`src/rtl/keypad_matrix_responder_pkg.sv`:
```
// Shared keypad definitions: FSM state encoding, column strobe codes and the
// key-code to {column,row} map used by both the responder and the scanner decode.
package ttt_pkg;

    typedef enum logic [1:0] {IDLE, ARM, HOLD, GAP} state_e;

    localparam logic [2:0] COL1    = 3'b001;
    localparam logic [2:0] COL2    = 3'b010;
    localparam logic [2:0] COL3    = 3'b100;
    localparam logic [2:0] NO_SCAN = 3'b000;

    localparam logic [3:0] KEY_STAR = 4'd10;
    localparam logic [3:0] KEY_HASH = 4'd11;

    typedef struct packed {
        logic       valid;
        logic [2:0] col;
        logic [3:0] row;
    } colrow_t;

    // Codes 12-15 come back with valid=0 and an all-zero column/row.
    function automatic colrow_t key_to_colrow(input logic [3:0] code);
        colrow_t r;
        r.valid = 1'b1;
        r.col   = NO_SCAN;
        r.row   = 4'b0000;
        case (code)
            4'd1:    begin r.col = COL1; r.row = 4'b0001; end
            4'd4:    begin r.col = COL1; r.row = 4'b0010; end
            4'd7:    begin r.col = COL1; r.row = 4'b0100; end
            KEY_STAR:begin r.col = COL1; r.row = 4'b1000; end
            4'd2:    begin r.col = COL2; r.row = 4'b0001; end
            4'd5:    begin r.col = COL2; r.row = 4'b0010; end
            4'd8:    begin r.col = COL2; r.row = 4'b0100; end
            4'd0:    begin r.col = COL2; r.row = 4'b1000; end
            4'd3:    begin r.col = COL3; r.row = 4'b0001; end
            4'd6:    begin r.col = COL3; r.row = 4'b0010; end
            4'd9:    begin r.col = COL3; r.row = 4'b0100; end
            KEY_HASH:begin r.col = COL3; r.row = 4'b1000; end
            default: r.valid = 1'b0;
        endcase
        return r;
    endfunction

endpackage

```
`src/rtl/keypad_matrix_responder_if.sv`:
```
// Request handshake plus the keypad scan bus (column strobes in, row lines out).
interface keypad_matrix_responder_if;

    logic       req_valid;
    logic [3:0] req_key;
    logic       req_ready;
    logic [2:0] key_col;
    logic [3:0] key_row;
    logic       busy;
    logic       done;
    logic       err;

    modport master (
        output req_valid, req_key, key_col,
        input  req_ready, key_row, busy, done, err
    );

    modport slave (
        input  req_valid, req_key, key_col,
        output req_ready, key_row, busy, done, err
    );

endinterface

```
`src/rtl/keypad_matrix_responder_sync2.sv`:
```
// Two-flop synchroniser for the asynchronous column strobes; clears to 0 on reset.
module sync2 #(
    parameter int W = 1
) (
    input  logic         clk,
    input  logic         rst,
    input  logic [W-1:0] d,
    output logic [W-1:0] q
);

    logic [W-1:0] meta_q;
    logic [W-1:0] sync_q;

    always_ff @(posedge clk or posedge rst) begin
        if (rst) begin
            meta_q <= '0;
            sync_q <= '0;
        end else begin
            meta_q <= d;
            sync_q <= meta_q;
        end
    end

    assign q = sync_q;

endmodule

```
`src/rtl/keypad_matrix_responder.sv`:
```
// Emulates a pressed 3x4 keypad key on the scan bus: wait for the key's column,
// drive its row for a hold period, then keep the rows quiet for a gap period.
module keypad_matrix_responder
    import ttt_pkg::*;
#(
    parameter int HOLD_CYCLES    = 250000,
    parameter int GAP_CYCLES     = 250000,
    parameter int TIMEOUT_CYCLES = 100000
) (
    input  logic                       clk,
    input  logic                       rst,
    keypad_matrix_responder_if.slave   bus
);

    localparam int MAX_HG = (HOLD_CYCLES > GAP_CYCLES) ? HOLD_CYCLES : GAP_CYCLES;
    localparam int MAX_C  = (MAX_HG > TIMEOUT_CYCLES) ? MAX_HG : TIMEOUT_CYCLES;
    localparam int CW     = (MAX_C > 1) ? $clog2(MAX_C) : 1;

    localparam logic [CW-1:0] HOLD_LAST    = CW'(HOLD_CYCLES - 1);
    localparam logic [CW-1:0] GAP_LAST     = CW'(GAP_CYCLES - 1);
    localparam logic [CW-1:0] TIMEOUT_LAST = CW'(TIMEOUT_CYCLES - 1);

    logic [2:0]    colq;
    colrow_t       req_cr;

    state_e        state_q,   state_d;
    logic [CW-1:0] cnt_q,     cnt_d;
    logic [2:0]    tcol_q,    tcol_d;
    logic [3:0]    trow_q,    trow_d;
    logic [3:0]    key_row_q, key_row_d;
    logic          done_q,    done_d;
    logic          err_q,     err_d;

    sync2 #(.W(3)) u_col_sync (
        .clk (clk),
        .rst (rst),
        .d   (bus.key_col),
        .q   (colq)
    );

    always_comb begin
        req_cr    = key_to_colrow(bus.req_key);
        state_d   = state_q;
        cnt_d     = cnt_q;
        tcol_d    = tcol_q;
        trow_d    = trow_q;
        key_row_d = 4'b0000;
        done_d    = 1'b0;
        err_d     = 1'b0;
        case (state_q)
            IDLE: begin
                if (bus.req_valid) begin
                    if (req_cr.valid) begin
                        state_d = ARM;
                        cnt_d   = '0;
                        tcol_d  = req_cr.col;
                        trow_d  = req_cr.row;
                    end else begin
                        err_d = 1'b1;
                    end
                end
            end
            ARM: begin
                if (colq == tcol_q) begin
                    state_d = HOLD;
                    cnt_d   = '0;
                end else if (cnt_q == TIMEOUT_LAST) begin
                    err_d   = 1'b1;
                    state_d = GAP;
                    cnt_d   = '0;
                end else begin
                    cnt_d = cnt_q + 1'b1;
                end
            end
            HOLD: begin
                // Row follows the column match; it is still driven on the last
                // HOLD cycle and drops on the first edge inside GAP.
                key_row_d = (colq == tcol_q) ? trow_q : 4'b0000;
                if (cnt_q == HOLD_LAST) begin
                    state_d = GAP;
                    cnt_d   = '0;
                end else begin
                    cnt_d = cnt_q + 1'b1;
                end
            end
            GAP: begin
                if (cnt_q == GAP_LAST) begin
                    state_d = IDLE;
                    cnt_d   = '0;
                    done_d  = 1'b1;
                end else begin
                    cnt_d = cnt_q + 1'b1;
                end
            end
            default: begin
                state_d = IDLE;
                cnt_d   = '0;
            end
        endcase
    end

    always_ff @(posedge clk or posedge rst) begin
        if (rst) begin
            state_q   <= IDLE;
            cnt_q     <= '0;
            tcol_q    <= NO_SCAN;
            trow_q    <= 4'b0000;
            key_row_q <= 4'b0000;
            done_q    <= 1'b0;
            err_q     <= 1'b0;
        end else begin
            state_q   <= state_d;
            cnt_q     <= cnt_d;
            tcol_q    <= tcol_d;
            trow_q    <= trow_d;
            key_row_q <= key_row_d;
            done_q    <= done_d;
            err_q     <= err_d;
        end
    end

    assign bus.req_ready = (state_q == IDLE);
    assign bus.busy      = (state_q != IDLE);
    assign bus.key_row   = key_row_q;
    assign bus.done      = done_q;
    assign bus.err       = err_q;

endmodule
```
`src/flat_wrapper.sv`:
```
// flat-port wrapper written by rule: the top's interface ports become plain ports
module keypad_matrix_responder_flat import ttt_pkg::*;
#(
    parameter int HOLD_CYCLES    = 250000,
    parameter int GAP_CYCLES     = 250000,
    parameter int TIMEOUT_CYCLES = 100000
)
  (clk, rst, bus_req_valid, bus_req_key, bus_key_col, bus_req_ready, bus_key_row, bus_busy, bus_done, bus_err);
  keypad_matrix_responder_if bus_i ();
  input  logic clk;
  input  logic rst;
  input wire logic [$bits(bus_i.req_valid)-1:0] bus_req_valid;
  input wire logic [$bits(bus_i.req_key)-1:0] bus_req_key;
  input wire logic [$bits(bus_i.key_col)-1:0] bus_key_col;
  output wire logic [$bits(bus_i.req_ready)-1:0] bus_req_ready;
  output wire logic [$bits(bus_i.key_row)-1:0] bus_key_row;
  output wire logic [$bits(bus_i.busy)-1:0] bus_busy;
  output wire logic [$bits(bus_i.done)-1:0] bus_done;
  output wire logic [$bits(bus_i.err)-1:0] bus_err;
  assign bus_i.req_valid = bus_req_valid;
  assign bus_i.req_key = bus_req_key;
  assign bus_i.key_col = bus_key_col;
  assign bus_req_ready = bus_i.req_ready;
  assign bus_key_row = bus_i.key_row;
  assign bus_busy = bus_i.busy;
  assign bus_done = bus_i.done;
  assign bus_err = bus_i.err;
  keypad_matrix_responder #(.HOLD_CYCLES(HOLD_CYCLES), .GAP_CYCLES(GAP_CYCLES), .TIMEOUT_CYCLES(TIMEOUT_CYCLES)) u_core (.clk(clk), .rst(rst), .bus(bus_i));
endmodule
```
`config.mk`:
```
export PLATFORM = sky130hd
export DESIGN_NAME = keypad_matrix_responder_flat
export DESIGN_NICKNAME = d
export VERILOG_FILES = /design/src/rtl/keypad_matrix_responder_pkg.sv /design/src/rtl/keypad_matrix_responder_if.sv /design/src/rtl/keypad_matrix_responder_sync2.sv /design/src/rtl/keypad_matrix_responder.sv /design/src/flat_wrapper.sv
export SDC_FILE = /design/constraint.sdc
export NUM_CORES = 1
export LEC_CHECK = 0
export ABC_AREA = 1
export CAP_MARGIN = 5
export CORE_MARGIN = 1.5
export CORE_UTILIZATION = 55
export CTS_CLUSTER_DIAMETER = 40
export CTS_CLUSTER_SIZE = 10
export DETAILED_ROUTE_END_ITERATION = 6
export PLACE_DENSITY = 0.75
export SLEW_MARGIN = 20
export SYNTH_ARGS = -nofsm -noshare
export SYNTH_HDL_FRONTEND = slang
export SYNTH_HIERARCHICAL = 1
export SYNTH_SLANG_ARGS = --single-unit
export TNS_END_PERCENT = 10
```
`constraint.sdc`:
```
create_clock -name clk -period 4.86 [get_ports clk]
set_input_delay 0.972 -clock clk [delete_from_list [all_inputs] [get_ports clk]]
set_output_delay 0.972 -clock clk [all_outputs]
set_load 0.005 [all_outputs]
```
Yosys cells after proc, flatten, opt, wreduce, memory -nomap -nowiden:

Index checks and enable logic that the tools add are counted.

* flip-flop bits (word level): 39
* output and inout bits: 8

* $add $sub $neg: 1
* eq/ne operators: 22
* multiplexer cells: 24
* reduce and logical (&&, ||, !) cells: 8

Operators with widths (number)
* $mux 18: 5
* $pmux 7 s12: 1
* $pmux 18 s3: 1
* $add 18x1->18 const B: 1
* $eq 18x17->1 const B: 1
* $eq 18x18->1 const B: 1
* $eq 4x3->1 const B: 4
* $eq 4x4->1 const B: 4
* $mux 2: 6
* $reduce_or 12->1: 1
* $eq 4x2->1 const B: 2
* $mux 4: 2
* $pmux 2 s4: 1
* $mux 1: 7
* $ne 2x1->1 const B: 3
* $reduce_and 5->1: 1
* $eq 2x2->1 const B: 2
* $eq 4x1->1 const B: 1
* $logic_not 4->1: 1
* $eq 3x3->1: 1
* $ne 3x1->1 const B: 1
* $reduce_and 3->1: 1
* $eq 2x1->1 const B: 1
* $logic_not 2->1: 1
* 5 further kinds: 5

Depth between registers and ports, before layout:

* depth after elaboration: 6
* mapped depth: 12
* mapped depth without buffers: 12

Modules after synthesis:

Netlist, hierarchy kept.

By module, submodules not included
* keypad_matrix_responder: times used 1, cells each 355, area an instance 2441.1 µm²
* sync2: times used 1, cells each 7, area an instance 153.9 µm²

Worst setup path before layout:

No wires, ideal clock.

* path type: input -> register
* start point: input bus_req_key[2]
* end point: register u_core.cnt_q[11]
* library setup time: 0.117 ns
* arrival time: 1.863 ns
* required time: 4.743 ns
* path slack: 2.880 ns
* cell stages on the path: 11
* path buffers: 1
* cell sequence: inv_2 nor2_4 nor2_1 nor2_2 nor2_4 nand2_2 nand2_4 nand2_4 buf_12 nand3_2 nand2_1

* longest elaborated chain between the ends: 5
* elaborated cells between the ends (all ways): 16

RTL lines
* start, declared: line flat_wrapper.sv:13 `input wire logic [$bits(bus_i.req_key)-1:0] bus_req_key;`
* $eq 4x1->1 (tied with other cells): line keypad_matrix_responder_pkg.sv:27 `case (code)`
* $reduce_or 12->1 (no source line) *
* $mux 1 *: line keypad_matrix_responder_pkg.sv:27
* $ne 2x1->1 (no source line) *
* $reduce_and 2->1 (no source line) *
* end signal, assigned: line keypad_matrix_responder.sv:113 `cnt_q <= cnt_d;`
* end, declared: line keypad_matrix_responder.sv:27 `logic [CW-1:0] cnt_q, cnt_d;`

Every way passes the cells marked *; elsewhere a longest branch is shown, timed or not.
A chain may end at the register's enable or synchronous reset.

Final worst setup path:

* start point: register u_core.state_q[0]
* end point: output bus_busy

* longest elaborated chain between the ends: 1

RTL lines
* start, declared: line keypad_matrix_responder.sv:26 `state_e state_q, state_d;`
* start signal, assigned: line keypad_matrix_responder.sv:112 `state_q <= state_d;`
* $reduce_bool 2->1: line keypad_matrix_responder.sv:123 `assign bus.busy = (state_q != IDLE);`
* end, declared: line flat_wrapper.sv:17 `output wire logic [$bits(bus_i.busy)-1:0] bus_busy;`

Every way passes these cells.

==> results.toml <==
[run]
maxCapViolCount = 0

[layout]
area_delta_synth_final_pct = 9.69
n_antenna_cell = 0
nFillCells = 413
post-route-util = 0.640
layout_commonest_cell = "nand2_1"
final_nets = 394
final_cell_mix = "112 x nand2_1, 47 x nor2_1, 45 x inv_1"
drive_gt1_frac = 0.108

[global_route]
grt_start_max_net_pins = 34
gr-total-overflow = 0
antenna_found_initial = 0
grt_pass1_vias = 2168
grt.total_usage = 0.241
grt_pass1_wl_um = 9770

[routing]
drt_iter0_markers = 250
drt_wl_total_um = 5630
avgViaCountPerCell = 5.47
dr_total_vias = 2358
drc_errors = 0
drtAntennaViolNets = 0
drt_pass1_iterations = 7
routedWlPerCell_um = 13.1

[synthesis]
mappedNetlistNets = 378
syn_inst = 362
async_flop_share = 1.00
syn_area_per_cell_um2 = 7.17
synth_seq_cells = 39
synth_edf_count = 0
yosysSeqAreaShare = 0.376
synthesis.area_mm2 = 0.00259
synth_cell_type_count = 31
yosysWarnings = 6
synthFlopType = "dfrtp_1"

[timing]
final-setup-viol-count = 0
fin_tns_setup_ps = 0
period_needed_ps = 2810
tightest_slew_ps = 676
finalCritPeriodShare = 0.579
finClkSkew_ps = 10.9
hold_violations = 0
fmax_mhz = 356
maxSlewViolCount = 0
slew_headroom = 0.548
rsz0062_at_grt = "false"

[power_and_ir_drop]
power.clock.fraction = 0.198
p_switching_uw = 464
leakagePower_uw = 0.00144
seqPwrFrac = 0.371
ir_drop_mv = 0.179
p_comb_frac = 0.431
intPower_uw = 605
powerDensity_mw_per_mm2 = 376
netSwitchingFraction = 0.434

[setup_path]
cpMaxStageDelayCell = "clkdlybuf4s50_1"
ff2ff_path_depth = 8
cp_cell_sequence = "inv_1, ha_1, inv_2, clkdlybuf4s50_1"
r2r_end = "u_core/state_q[0]"
cp_max_fo = 6
end_kind = "output port"
critical_path_class = "flip-flop to output port"
critPathMaxStageDelay_ps = 470
timing.rr.start = "u_core/state_q[0]"
critical_path_arrival_ps = 1840
reg2reg_slack_ps = 2700
required_ps = 3890
cp-start-kind = "flip-flop"

[floorplan]
die_area_mm2 = 0.00514
die_x_um = 71.7
fp.dieH_um = 71.7
boundaryPins = 18
rows = 24
initial_core_util = 0.584
core-area_mm2 = 0.00444

[clocking]
clk_latency_ps = 290
ctsLongestPathBuffers = 2
postCtsSetupBuffers = 0
cts_tree = "done"
htree_levels = 2
cts_num_sinks = 39
cts_resized = 0
numCtsBuffers = 5
path_clk_slew_ps = 80
cts_root_buf = "clkbuf_8"
ctsHoldBuffers = 0

[placed_design]
gp_congestion = 0.912
portBuffers = 17
dp_hpwl_um = 4080

[min_path]
hold_end = "u_core/u_col_sync/q[1]"
hp-class = "flip-flop to flip-flop"
hp-start = "u_core/u_col_sync/meta_q[1]"
min_delay_path_depth = 0

[status]
status = "completed"
==> area by class of cell <==
cell class	count	area, um^2	share of cell area
timing repair buffer	18	178	0.0624
clock buffer	6	72.6	0.0255
sequential	39	976	0.343
multi-input combinational	266	1360	0.479
inverter	48	180	0.0633
clock inverter	2	12.5	0.00440
tap	52	65.1	0.0229
==> state kept, by name, indices dropped and copies added (netlist names) <==
register,cells
u_core/cnt_q,18
u_core/bus.key_row,4
u_core/trow_q,4
u_core/tcol_q,3
u_core/u_col_sync/meta_q,3
u_core/u_col_sync/q,3
u_core/state_q,2
u_core/bus.done,1
u_core/bus.err,1
==> critical path: cells and delay by family (launching register included) <==
kind                     cells  cell delay, ps
buffers and inverters        3             750
flip-flops                   1             410
adder cells (fa/ha/maj)      1             390
==> metal layers <==
metal | track usage | share of wire | vias up
li1 | - | - | 1169
met1 | 0.340 | 0.47 | 1096
met2 | 0.381 | 0.45 | 83
met3 | 0.0450 | 0.068 | 10
met4 | 0.0692 | 0.014 | 0
met5 | 0 | 0 | -
==> worst max path at each step <==
stage                        end  depth (start not counted)  slack [ps]         startpoint
3_5_place_dp   u_core/state_q[0]                         10        2000     bus_req_key[2]
2_1_floorplan   u_core/cnt_q[11]                         11        2880     bus_req_key[2]
6_report                bus_busy                          4        2050  u_core/state_q[0]
3_3_place_gp   u_core/state_q[1]                         10        2050     bus_req_key[2]
4_1_cts                 bus_busy                          4        2030  u_core/state_q[0]
5_1_grt                 bus_busy                          4        1950  u_core/state_q[0]
==> cells in the mapped netlist, types with 4 or more instances <==
library cell / n / area (um^2)
nand2_1: 112 / 420
nor2_1: 47 / 176
inv_1: 45 / 169
dfrtp_1: 39 / 976
nand3_1: 32 / 160
nand4_1: 12 / 75.1
o21ai_2: 7 / 61.3
ha_1: 6 / 75.1
nand3_2: 6 / 60.1
o21ai_0: 6 / 30.0
nor2_4: 5 / 56.3
nor3_1: 5 / 25.0
nand2_2: 4 / 25.0
nor2_2: 4 / 25.0
xnor2_1: 4 / 35.0
==> metrics by stage <==
step | hold slack, ps | area, um^2 | setup slack [ps] | power, uW | cells
2_1_floorplan | 331 | 2590 | 2880 | 764 | 362
3_3_place_gp | 332 | 2760 | 2050 | 854 | 423
3_5_place_dp | 340 | 2760 | 2000 | 860 | 423
4_1_cts | 357 | 2850 | 2030 | 1080 | 431
5_1_grt | 366 | 2850 | 1950 | 1140 | 431
6_report | 354 | 2850 | 2050 | 1070 | 431
==> cells by family after synthesis <==
group,count (synthesis),share of synthesized area
AOI/OAI and AO/OA,20,0.0545
xor gates and xnor gates,7,0.0236
adders and majority gates,6,0.0289
buffers and inverters,57,0.0988
DFF,39,0.376
and+or+nand+nor,233,0.418
==> power groups by stage <==
stage	sequential (uW)	combinational, uW	clock, uW
after global placement	401	452	0
after detailed placement	403	456	0
final	397	461	212
after floorplan	397	367	0
after CTS	397	460	223
after global routing	401	508	234
No activity file was read; power rests on OpenSTA's default activity.
